==> src/rtl/seg_display_scan_n.sv <==
// seg_display_scan_n: multiplexed seven-segment driver with a
// sequential double-dabble converter and internal refresh scan.
module seg_display_scan_n #(
  parameter int DATA_WIDTH  = 32,
  parameter int DIGITS      = 8,
  parameter int REFRESH_DIV = 100000
) (
  input  logic                  clock,
  input  logic                  reset,
  input  logic                  load,
  input  logic [DATA_WIDTH-1:0] data,
  input  logic                  signed_mode,
  input  logic                  blank_lz,
  output logic                  busy,
  output logic                  done,
  output logic                  overflow,
  output logic [DIGITS-1:0]     AN,
  output logic [6:0]            SEG
);
  localparam int BW = 4 * DIGITS;
  localparam int CW = $clog2(DATA_WIDTH);
  localparam int PW = (REFRESH_DIV > 1) ? $clog2(REFRESH_DIV) : 1;
  localparam int IW = (DIGITS > 1) ? $clog2(DIGITS) : 1;
  localparam logic [6:0] G_DASH  = 7'b0111111;
  localparam logic [6:0] G_BLANK = 7'b1111111;

  // The capture happens on the load edge itself, so IDLE doubles as CAPTURE.
  typedef enum logic [1:0] {
    IDLE,
    CONVERT,
    COMMIT
  } state_t;

  state_t state, state_nx;

  logic [DATA_WIDTH-1:0] mag;
  logic [BW-1:0]         bcd;
  logic [BW-1:0]         bcd_adj;
  logic [BW-1:0]         disp_bcd;
  logic [CW-1:0]         cnt;
  logic                  neg;
  logic                  ovf_w;
  logic                  disp_neg;
  logic [PW-1:0]         pre;
  logic [IW-1:0]         idx;
  logic [IW-1:0]         msd;
  logic [3:0]            digit;

  function automatic logic [6:0] glyph(input logic [3:0] d);
    case (d)
      4'd0:    glyph = 7'b1000000;
      4'd1:    glyph = 7'b1111001;
      4'd2:    glyph = 7'b0100100;
      4'd3:    glyph = 7'b0110000;
      4'd4:    glyph = 7'b0011001;
      4'd5:    glyph = 7'b0010010;
      4'd6:    glyph = 7'b0000010;
      4'd7:    glyph = 7'b1111000;
      4'd8:    glyph = 7'b0000000;
      4'd9:    glyph = 7'b0010000;
      default: glyph = G_BLANK;
    endcase
  endfunction

  always_ff @(posedge clock) begin
    if (!reset) state <= IDLE;
    else        state <= state_nx;
  end

  always_comb begin
    state_nx = state;
    unique case (state)
      IDLE:    if (load) state_nx = CONVERT;
      CONVERT: if (cnt == CW'(DATA_WIDTH - 1)) state_nx = COMMIT;
      COMMIT:  state_nx = IDLE;
      default: state_nx = IDLE;
    endcase
  end

  always_comb begin
    bcd_adj = bcd;
    for (int j = 0; j < DIGITS; j++) begin
      if (bcd[4*j +: 4] >= 4'd5) bcd_adj[4*j +: 4] = bcd[4*j +: 4] + 4'd3;
    end
  end

  always_ff @(posedge clock) begin
    if (!reset) begin
      mag      <= '0;
      bcd      <= '0;
      cnt      <= '0;
      neg      <= 1'b0;
      ovf_w    <= 1'b0;
      disp_bcd <= '0;
      disp_neg <= 1'b0;
      overflow <= 1'b0;
      done     <= 1'b0;
    end else begin
      done <= 1'b0;
      unique case (state)
        IDLE: begin
          if (load) begin
            mag   <= (signed_mode && data[DATA_WIDTH-1]) ?
                     (~data + DATA_WIDTH'(1)) : data;
            neg   <= signed_mode & data[DATA_WIDTH-1];
            bcd   <= '0;
            cnt   <= '0;
            ovf_w <= 1'b0;
          end
        end
        CONVERT: begin
          bcd   <= {bcd_adj[BW-2:0], mag[DATA_WIDTH-1]};
          mag   <= {mag[DATA_WIDTH-2:0], 1'b0};
          cnt   <= cnt + CW'(1);
          ovf_w <= ovf_w | bcd_adj[BW-1];
        end
        COMMIT: begin
          disp_bcd <= bcd;
          disp_neg <= neg;
          // a negative value needs the top digit free for its sign
          overflow <= ovf_w | (neg & (|bcd[BW-1 -: 4]));
          done     <= 1'b1;
        end
        default: ;
      endcase
    end
  end

  always_ff @(posedge clock) begin
    if (!reset) begin
      pre <= '0;
      idx <= '0;
    end else if (pre == PW'(REFRESH_DIV - 1)) begin
      pre <= '0;
      idx <= (idx == IW'(DIGITS - 1)) ? '0 : idx + IW'(1);
    end else begin
      pre <= pre + PW'(1);
    end
  end

  always_comb begin
    msd = '0;
    for (int j = 1; j < DIGITS; j++) begin
      if (disp_bcd[4*j +: 4] != 4'd0) msd = IW'(j);
    end
  end

  assign digit = disp_bcd[{idx, 2'b00} +: 4];

  always_comb begin
    SEG = G_BLANK;
    if (overflow)
      SEG = G_DASH;
    else if (idx <= msd)
      SEG = glyph(digit);
    else if (disp_neg && (int'(idx) == int'(msd) + 1))
      SEG = G_DASH;
    else if (!blank_lz)
      SEG = glyph(4'd0);
  end

  assign AN   = ~(DIGITS'(1) << idx);
  assign busy = (state != IDLE);

endmodule

==> config.mk <==
export PLATFORM = sky130hd
export DESIGN_NAME = seg_display_scan_n
export DESIGN_NICKNAME = d
export VERILOG_FILES = /design/src/rtl/seg_display_scan_n.sv
export SDC_FILE = /design/constraint.sdc
export NUM_CORES = 1
export LEC_CHECK = 0
export ABC_AREA = 1
export BUFFER_PORTS_ARGS = -buffer_cell sky130_fd_sc_hd__buf_2
export CAP_MARGIN = 5
export CORE_ASPECT_RATIO = 1.2
export CORE_MARGIN = 2
export CORE_UTILIZATION = 25
export CTS_BUF_LIST = sky130_fd_sc_hd__clkbuf_16
export DETAILED_ROUTE_END_ITERATION = 7
export GPL_ROUTABILITY_DRIVEN = 0
export GPL_TIMING_DRIVEN = 0
export PLACE_DENSITY = 0.39
export SETUP_SLACK_MARGIN = 0.15
export SLEW_MARGIN = 20
export SYNTH_ARGS = -nofsm -noshare
export SYNTH_HDL_FRONTEND = slang
export SYNTH_SLANG_ARGS = --single-unit
==> constraint.sdc <==
create_clock -name clock -period 5.5 [get_ports clock]
set_input_delay 0.55 -clock clock [delete_from_list [all_inputs] [get_ports clock]]
set_output_delay 0.55 -clock clock [all_outputs]
set_load 0.02 [all_outputs]
==> results of run 1 <==
[state kept, by name, summed over array words and instances (netlist names)]
name,cells
bcd,32
cnt,5
disp_bcd,32
disp_neg,1
done,1
idx,3
mag,32
neg,1
overflow,1
ovf_w,1
pre,17
state,2
[stage by stage]
stage | cell area [µm²] | hold slack [ns] | setup WS (ns)
6_report | 8790 | 0.430 | 2.06
5_1_grt | 8790 | 0.420 | 1.71
2_1_floorplan | 7450 | 0.418 | 2.92
3_5_place_dp | 8210 | 0.441 | 2.49
4_1_cts | 8790 | 0.418 | 2.01
3_3_place_gp | 8210 | 0.439 | 2.49
[critical path, stage by stage (launching register included)]
cell	delay [ns]
dfxtp_1	0.34
o41ai_1	0.38
nand2_1	0.15
nand2_1	0.09
nand2_1	0.05
nand2_1	0.05
nand2_1	0.07
ha_1	0.27
inv_1	0.05
o21ai_2	0.32
nor3_1	0.08
nand2_1	0.08
nand2_1	0.09
nor2_2	0.21
nand2_1	0.08
buf_2	0.16
[layer usage]
| metal | wire (µm) | track usage [%] |
|---|---|---|
| met1 | 10300 | 18.0 |
| met4 | 268 | 4.22 |
| met5 | 0 | 0 |
| met3 | 549 | 2.40 |
| met2 | 11600 | 28.4 |
[cells in the mapped netlist, types with 4 or more instances]
master and number:
nand3_1 85, o211ai_1 5, inv_1 112, a22oi_1 23, a31oi_1 6, o21ai_0 83, ha_1 35, nand2_2 10
dfxtp_1 128, nor2_2 9, nor3_1 16, nand2_1 218, nor2_1 92, a21oi_1 124, nand4_1 12, buf_2 12
buf_4 8, nor2_4 4, clkbuf_1 19, inv_2 12, o21ai_1 11, xor2_1 14, o21ai_2 4
[worst paths after layout]
path / from / endpoint
min reg2reg: pre[0] / pre[0]
max: disp_bcd[4] / SEG[2]
min: data[0] / mag[0]
max reg2reg: pre[0] / idx[1]
[report_power, final]
| part | switching [µW] | internal (µW) | total, µW |
|---|---|---|---|
| registers | 12.8 | 951 | 964 |
| logic | 144 | 67.5 | 212 |
| clock network | 422 | 701 | 1120 |
| total | 579 | 1720 | 2300 |
[layout make-up]
| cell class | count | area share (%) |
|---|---|---|
| timing repair buffer | 54 | 3.08 |
| tap | 390 | 5.55 |
| buffer | 45 | 2.82 |
| clock buffer | 17 | 4.84 |
| inverter | 124 | 5.30 |
| sequential | 128 | 29.2 |
| clock inverter | 15 | 1.75 |
| multi-input combinational | 787 | 47.5 |
[logic make-up (layout without fill, tap and decap cells)]
logic type,after synthesis,in the layout,synth area share (%)
simple gates,468,468,28.3
flops,128,128,34.4
fa+ha+maj,35,35,5.88
compound gates,268,268,20.0
xor+xnor,16,16,1.88
buf+inv,169,255,9.57
==> run_results.csv, run 1 <==
group,metric,value,unit
outcome,outcome,"completed",
logic_synthesis,netlist.area_leader.share,34.4,%
clock_tree,htree_levels,4,
power,power_per_cell_area,262,mW/mm²
timing,finalCriticalPeriod,3.44,ns
final_layout,drive_gt1_share,13.8,%
timing,worst_pin_slew,0.727,ns
clock_tree,clockRootBuffer,"clkbuf_16",
logic_synthesis,synth_area_per_cell,6.87,µm²
clock_tree,tritoncts,"done",
clock_tree,clk_pin_slew_worst_paths,0.06,ns
setup_path,r2r_slack,3.81,ns
global_routing,antenna_found_initial,0,
placement,dp_hpwl,17500,µm
worst_hold_path,hold_path.class,"in -> reg",
setup_path,reg2regPathDepth,9,
clock_tree,hold_buffers,0,
setup_path,arrival,2.89,ns
floorplanning,start_util,25.3,%
placement,io_buffers,54,
final_layout,nFillCells,3283,
setup_path,cp-end-kind,"output port",
floorplanning,dieHeight,193,µm
floorplanning,die_x,162,µm
logic_synthesis,synthTopCellsByArea,"dfxtp_1 (34%), nand2_1 (11%), a21oi_1 (8.3%)",
timing,setup_viol,0,
final_layout,syn2layout_area_growth,18.0,%
worst_hold_path,whs_path_depth,3,
logic_synthesis,synth_largest_area_cell,"dfxtp_1",
timing,rsz0062_at_grt,"false",
logic_synthesis,synth-seq-cells,128,
global_routing,grt_max_degree,17,
floorplanning,io_pins,55,
final_layout,final_nets,1229,
power,leakagePower,0.00356,µW
final_layout,stdcell_count,1560,
final_layout,final_cell_mix,"nand2_1 (218), dfxtp_1 (128), a21oi_1 (124)",
timing,fmax,0.290,GHz
floorplanning,num_rows,69,
setup_path,path_class,"reg -> out",
logic_synthesis,ys_types,49,
final_layout,final_common_cell,"nand2_1",
clock_tree,postCtsSetupBuffers,0,
floorplanning,die_area,0.0312,mm²
logic_synthesis,synth_flop_cell,"dfxtp_1",
power,ir_drop,0.000213,V
final_layout,post-route-util,29.8,%
global_routing,grtUsageTotal,15.2,%
global_routing,gr-total-overflow,0,
drt,finalWirelength,22700,µm
clock_tree,cts_max_path_buffers,2,
drt,drt_iter0_drc,405,
final_layout,antenna_cells,0,
logic_synthesis,synth-edff-count,0,
placement,dp.cells,1528,
clock_tree,clock-sinks,128,
logic_synthesis,seq_area_frac_synth,34.4,%
final_layout,multi_input_area,0.00417,mm²
logic_synthesis,async_reset_ff_share,0,%
clock_tree,cts-buffers-inserted,17,
timing,relSlewSlack,51.6,%
drt,dr.pass1.iters,5,
logic_synthesis,netlist_instances,1084,
logic_synthesis,synth_area,0.00745,mm²
setup_path,crit_required,4.95,ns
final_layout,ff_latch_area,0.00256,mm²
logic_synthesis,yosys_warnings,0,
drt,vias,7095,
drt,routed_via_density,4.55,
global_routing,grt_pass1_wl,37100,µm
logic_synthesis,synth_fp_nets,1156,
setup_path,cp-start-kind,"flop",
drt,wl_per_cell,14.6,µm
clock_tree,cts-resized-gates,0,
timing,slew_viol_final,0,
setup_path,crit_fanout,9,
drt,drc,0,
power,finalPower,2300,µW
run,cap_violations,0,
clock_tree,clock_latency,0.42,ns
timing,fin_setup_tns,0,ns
global_routing,grt_pass1_vias,6950,
drt,antenna_left,0,
floorplanning,core,0.0294,mm²
timing,fin_crit_sh,62.6,%
timing,hold_violations,0,
timing,clock_skew,0.0120,ns
Note: power is estimated with default switching activity, not from simulation.
==> run 2, diff against run 1 <==
- PLACE_DENSITY: 0.39 -> 0.4
- clock period: 5.5 -> 3.1 ns (I/O delays scaled with it)
==> run 2 against run 1 <==
Against the previous run: largest power group unchanged; sequential power increased by 77%; non-clock buffer count is 5 higher; sequential share of layout area shrank 0.36 points.
==> run_results.csv, run 2 (synthesis results as in run 1) <==
group,metric,value,unit
setup_path,rr_endpoint,"mag[22]",
final_layout,post-route-util,30.4,%
floorplanning,die_x,162,µm
setup_path,path_cells,"o41ai_2, nand2_1, nand2_1, nand2_1, nand2_1, nand2_2, ha_4, inv_2, buf_6, o21ai_4, nor3_2, nand2_1, nand2_2, nor2_4, nand2_1, buf_6",
floorplanning,start_util,25.3,%
setup_path,path_buf_inv,3,
setup_path,crit_required,2.79,ns
final_layout,syn2layout_area_growth,20.1,%
placement,dp_hpwl,17200,µm
final_layout,final_cell_mix,"nand2_1 (211), a21oi_1 (123), dfxtp_1 (123)",
global_routing,grt_pass1_wl,36800,µm
clock_tree,clock_latency,0.42,ns
final_layout,ff_latch_area,0.00258,mm²
power,finalPower,3990,µW
global_routing,antenna_found_initial,0,
floorplanning,dieHeight,193,µm
timing,setup_viol,0,
clock_tree,cts-buffers-inserted,17,
global_routing,grtUsageTotal,15.0,%
timing,finalCriticalPeriod,3.05,ns
drt,drc,0,
setup_path,worst_path_largest_cell_delay,0.35,ns
drt,finalWirelength,22400,µm
setup_path,reg2reg_from,"state[1]",
timing,holdWs,0.189,ns
floorplanning,core,0.0294,mm²
final_layout,antenna_cells,0,
drt,antenna_left,0,
setup_path,cp-end-kind,"output port",
setup_path,cp-start-kind,"flop",
setup_path,crit_fanout,6,
power,leakagePower,0.00359,µW
timing,slew_viol_final,0,
drt,drt_iter0_drc,345,
final_layout,largestRegisters,"bcd x32, disp_bcd x32, mag x32",
worst_hold_path,hold_path.class,"in -> reg",
clock_tree,clockRootBuffer,"clkbuf_16",
setup_path,critical-path-slowest-cell,"dfxtp_4",
timing,fin_setup_tns,0,ns
timing,worst_pin_slew,0.727,ns
timing,clock_skew,0.00670,ns
clock_tree,hold_buffers,0,
setup_path,path_delay_family,"simple AND/OR/NAND/NOR gates",
floorplanning,io_pins,55,
worst_hold_path,min-delay-start,"data[0]",
clock_tree,clk_pin_slew_worst_paths,0.06,ns
drt,dr.pass1.iters,5,
worst_hold_path,whs_endpoint,"mag[0]",
final_layout,final_nets,1234,
setup_path,r2r_slack,1.37,ns
timing,hold_violations,0,
clock_tree,tritoncts,"done",
worst_hold_path,whs_path_depth,3,
global_routing,gr-total-overflow,0,
clock_tree,cts_max_path_buffers,2,
timing,rsz0062_at_grt,"true",
setup_path,reg2regPathDepth,7,
floorplanning,num_rows,69,
drt,routed_via_density,4.55,
power,ir_drop,0.000365,V
clock_tree,clock-sinks,128,
timing,fmax,0.328,GHz
final_layout,nFillCells,3285,
drt,vias,7122,
timing,fin_crit_sh,98.5,%
run,cap_violations,0,
power,power_per_cell_area,446,mW/mm²
placement,io_buffers,54,
final_layout,drive_gt1_share,15.7,%
clock_tree,htree_levels,4,
timing,relSlewSlack,51.5,%
setup_path,arrival,2.74,ns
drt,wl_per_cell,14.3,µm
setup_path,path_class,"reg -> out",
global_routing,grt_max_degree,17,
floorplanning,die_area,0.0312,mm²
final_layout,final_common_cell,"nand2_1",
global_routing,grt_pass1_vias,6956,
outcome,outcome,"completed",
setup_path,cp_common_cell,"nand2_1",
final_layout,multi_input_area,0.00426,mm²
-- run 2: changes by cell type in the layout (fill, tap and decap cells not counted), moves of 3 or more --
cell and change:
buf_6 +7, buf_4 +4, dfxtp_4 +3, buf_2 -6, dfxtp_1 -5, nand2_1 -7
nand2_2 +7
-- run 2: area by class of cell --
type / instances / area share [%]
clock buffers: 17 / 4.76
well taps: 390 / 5.46
multi-input cells: 787 / 47.7
inverters: 124 / 5.20
flip-flops and latches: 128 / 28.8
repair buffers: 59 / 3.90
clock inverters: 15 / 1.44
plain buffers: 45 / 2.77
-- run 2: worst reg2reg max path, stage by stage, from the launching register on --
cell,delay [ns]
dfxtp_1,0.35
nor2_2,0.29
nand2_4,0.21
inv_2,0.13
buf_4,0.21
buf_4,0.21
nand3_1,0.13
a21oi_1,0.13
-- run 2: how the worst max path moves through the flow --
stage                            start  cells past startpoint  endpoint
after floorplan            disp_bcd[8]                     17    SEG[0]
after global placement    disp_bcd[12]                     15    SEG[3]
after detailed placement  disp_bcd[12]                     15    SEG[2]
after CTS                 disp_bcd[11]                     18    SEG[2]
after global routing       disp_bcd[7]                     16    SEG[1]
final                      disp_bcd[7]                     16    SEG[1]
-- run 2: power breakdown --
part	switching (µW)	internal, µW	leakage [µW]
sequential	23.3	1680	0.00104
combinational	256	120	0.00228
clock	746	1160	0.000271
total	1020	2960	0.00359
-- run 2: what timing repair did --
item,4_1_cts,5_1_grt
endpoints found under the setup margin,7,7
resized for setup,27,14
pin swaps,8,14
hold endpoints to repair,0,0
buffers inserted,3,2
-- run 2: routing by layer --
metal	global-route usage [%]	wire length [µm]	share of wire, %
met1	18.0	10300	46
met2	27.5	11000	49
met3	2.10	608	2.7
met4	4.98	475	2.1
met5	0	0	0
-- run 2: per-stage QoR --
stage / area, µm² / instances / setup WS [ns]
after CTS: 8870 / 1563 / 0.133
after floorplan: 7450 / 1084 / 0.763
after global placement: 8210 / 1528 / 0.382
final: 8940 / 1565 / 0.0478
after detailed placement: 8210 / 1528 / 0.368
after global routing: 8940 / 1565 / -0.0941
==> run 3, diff against run 2 <==
- CELL_PAD_IN_SITES_DETAIL_PLACEMENT: unset -> 1
- CELL_PAD_IN_SITES_GLOBAL_PLACEMENT: unset -> 2
- PLACE_DENSITY: 0.4 -> 0.63
==> run 3 against run 2 <==
Against the previous run: critical path depth down 2; maximum frequency up 1.2%; setup slack improved by 0.036 ns; routed wire length rose by 10%; combinational power increased by 2%; worst hold slack gained 0.00081 ns; via count up 2.1%.
==> run_results.csv, run 3 (synthesis results as in run 1) <==
group,metric,value,unit
outcome,outcome,"completed",
drt,drc,0,
power,p_clk_share,46.0,%
floorplanning,die_area,0.0312,mm²
global_routing,antenna_found_initial,0,
clock_tree,clk_pin_slew_worst_paths,0.05,ns
setup_path,path_class,"reg -> out",
clock_tree,clock_latency,0.43,ns
clock_tree,cts_max_path_buffers,2,
power,leakagePower,0.00359,µW
timing,rsz0062_at_grt,"true",
timing,slew_viol_final,0,
setup_path,critPathLaunch,"disp_bcd[8]",
global_routing,use_met2,32.2,%
placement,place_area,0.00821,mm²
power,swShare,26.0,%
drt,dr.pass1.iters,4,
floorplanning,start_util,25.3,%
placement,dp.cells,1528,
setup_path,path_cells,"nor4_4, buf_4, nand2_1, a21oi_2, ha_1, nand2_1, o21ai_1, o21ai_4, nor3_1, nand2_1, nand2_2, buf_4, nor2_2, buf_4",
timing,holdWs,0.190,ns
floorplanning,io_pins,55,
final_layout,fin_area,0.00892,mm²
global_routing,gr-usage-met3,2.18,%
timing,clock_skew,0.0134,ns
setup_path,reg2reg_from,"pre[0]",
clock_tree,clock-sinks,128,
drt,antenna_left,0,
final_layout,post-route-util,30.3,%
setup_path,crit_fanout,3,
global_routing,gr-total-overflow,0,
floorplanning,dieHeight,193,µm
final_layout,antenna_cells,0,
final_layout,largestRegisters,"bcd x32, disp_bcd x32, mag x32",
final_layout,drive_gt1_share,15.4,%
timing,worst_pin_slew,0.737,ns
final_layout,final_cell_mix,"nand2_1 (213), dfxtp_1 (124), a21oi_1 (122)",
power,power_frac_comb,9.9,%
timing,setup_viol,0,
timing,fin_setup_tns,0,ns
worst_hold_path,min-delay-start,"data[0]",
floorplanning,num_rows,69,
drt,routed_via_density,4.65,
power,intPower,2870,µW
global_routing,grt_pass1_wl,40200,µm
setup_path,critical-path-slowest-cell,"dfxtp_4",
worst_hold_path,hold_path.class,"in -> reg",
drt,finalWirelength,24600,µm
clock_tree,cts-buffers-inserted,17,
final_layout,syn2layout_area_growth,19.7,%
setup_path,cp-end-kind,"output port",
setup_path,cp-start-kind,"flop",
timing,relSlewSlack,50.9,%
run,cap_violations,0,
floorplanning,core,0.0294,mm²
drt,drt_iter0_drc,265,
clock_tree,htree_levels,4,
power,ir_drop,0.000338,V
global_routing,grtUsageTotal,16.5,%
timing,hold_violations,0,
global_routing,use_met1,18.7,%
setup_path,arrival,2.71,ns
clock_tree,tritoncts,"done",
final_layout,stdcell_count,1566,
final_layout,nFillCells,3711,
final_layout,final_nets,1236,
global_routing,grt_pass1_vias,7534,
drt,vias,7275,
power,power_per_cell_area,435,mW/mm²
setup_path,worst_path_largest_cell_delay,0.35,ns
final_layout,final_common_cell,"nand2_1",
clock_tree,clockRootBuffer,"clkbuf_16",
power,p_seq_share,44.1,%
global_routing,grt-busiest-layer,"met2",
floorplanning,die_x,162,µm
global_routing,grt_max_degree,17,
timing,fmax,0.332,GHz
power,p_sw,1010,µW
timing,finalCriticalPeriod,3.02,ns
placement,io_buffers,54,
clock_tree,hold_buffers,0,
setup_path,crit_required,2.79,ns
placement,dp_hpwl,19300,µm
timing,fin_crit_sh,97.3,%
drt,wl_per_cell,15.7,µm
run 3: cell types whose count changed in the layout (fill, tap and decap cells not counted), moves of 2 or more:
cell / before / now
inv_1: 113 / 117
buf_4: 12 / 15
nand2_1: 211 / 213
nand2_2: 17 / 15
nor2_1: 92 / 90
nor2_2: 8 / 10
run 3: stage by stage:
stage          worst slack, ns  total power [µW]
3_5_place_dp             0.274              2140
4_1_cts                 0.0735              3950
2_1_floorplan            0.763              1980
5_1_grt                 -0.101              4060
3_3_place_gp             0.275              2140
6_report                0.0836              3880
run 3: cell type report:
class                      instances  area (µm²)  area share (%)
tap                              390         488            5.47
clock buffer                      17         425            4.77
clock inverter                    14        88.8           0.996
inverter                         124         468            5.25
buffer                            45         248            2.78
sequential                       128        2570            28.8
timing repair buffer              61         375            4.21
multi-input combinational        787        4250            47.7
run 3: worst max-delay path, delay by kind of cell (launching register included):
family / cells / cell delay, ns
AO/OA/AOI/OAI: 3 / 0.48
adder cells (fa/ha/maj): 1 / 0.13
buffers and inverters: 3 / 0.43
flip-flops: 1 / 0.35
AND/OR/NAND/NOR: 7 / 0.89
run 3: repair_timing:
action | in CTS | in global routing
pin swaps | 10 | 2
gates resized for setup | 29 | 10
endpoints found under the setup margin | 7 | 7
setup buffers | 4 | 3
run 3: path summary, 6_finish.rpt:
path	endpoint	slack, ns	depth (start not counted)
max	SEG[6]	0.08	14
min	mag[0]	0.19	3
max reg2reg	idx[1]	1.39	9
min reg2reg	pre[0]	0.45	1
run 3: power by group through the flow:
stage / sequential [µW] / combinational [µW] / clock, µW
2_1_floorplan: 1740 / 236 / 0
3_3_place_gp: 1750 / 391 / 0
3_5_place_dp: 1750 / 394 / 0
4_1_cts: 1710 / 395 / 1840
5_1_grt: 1710 / 436 / 1910
6_report: 1710 / 382 / 1780
run 3: layer usage:
layer  routed length (µm)  vias to the layer above
met2                13200                       73
met4                  347                        0
met3                  416                       22
li1                     -                     3754
met1                10700                     3426
met5                    0                        -
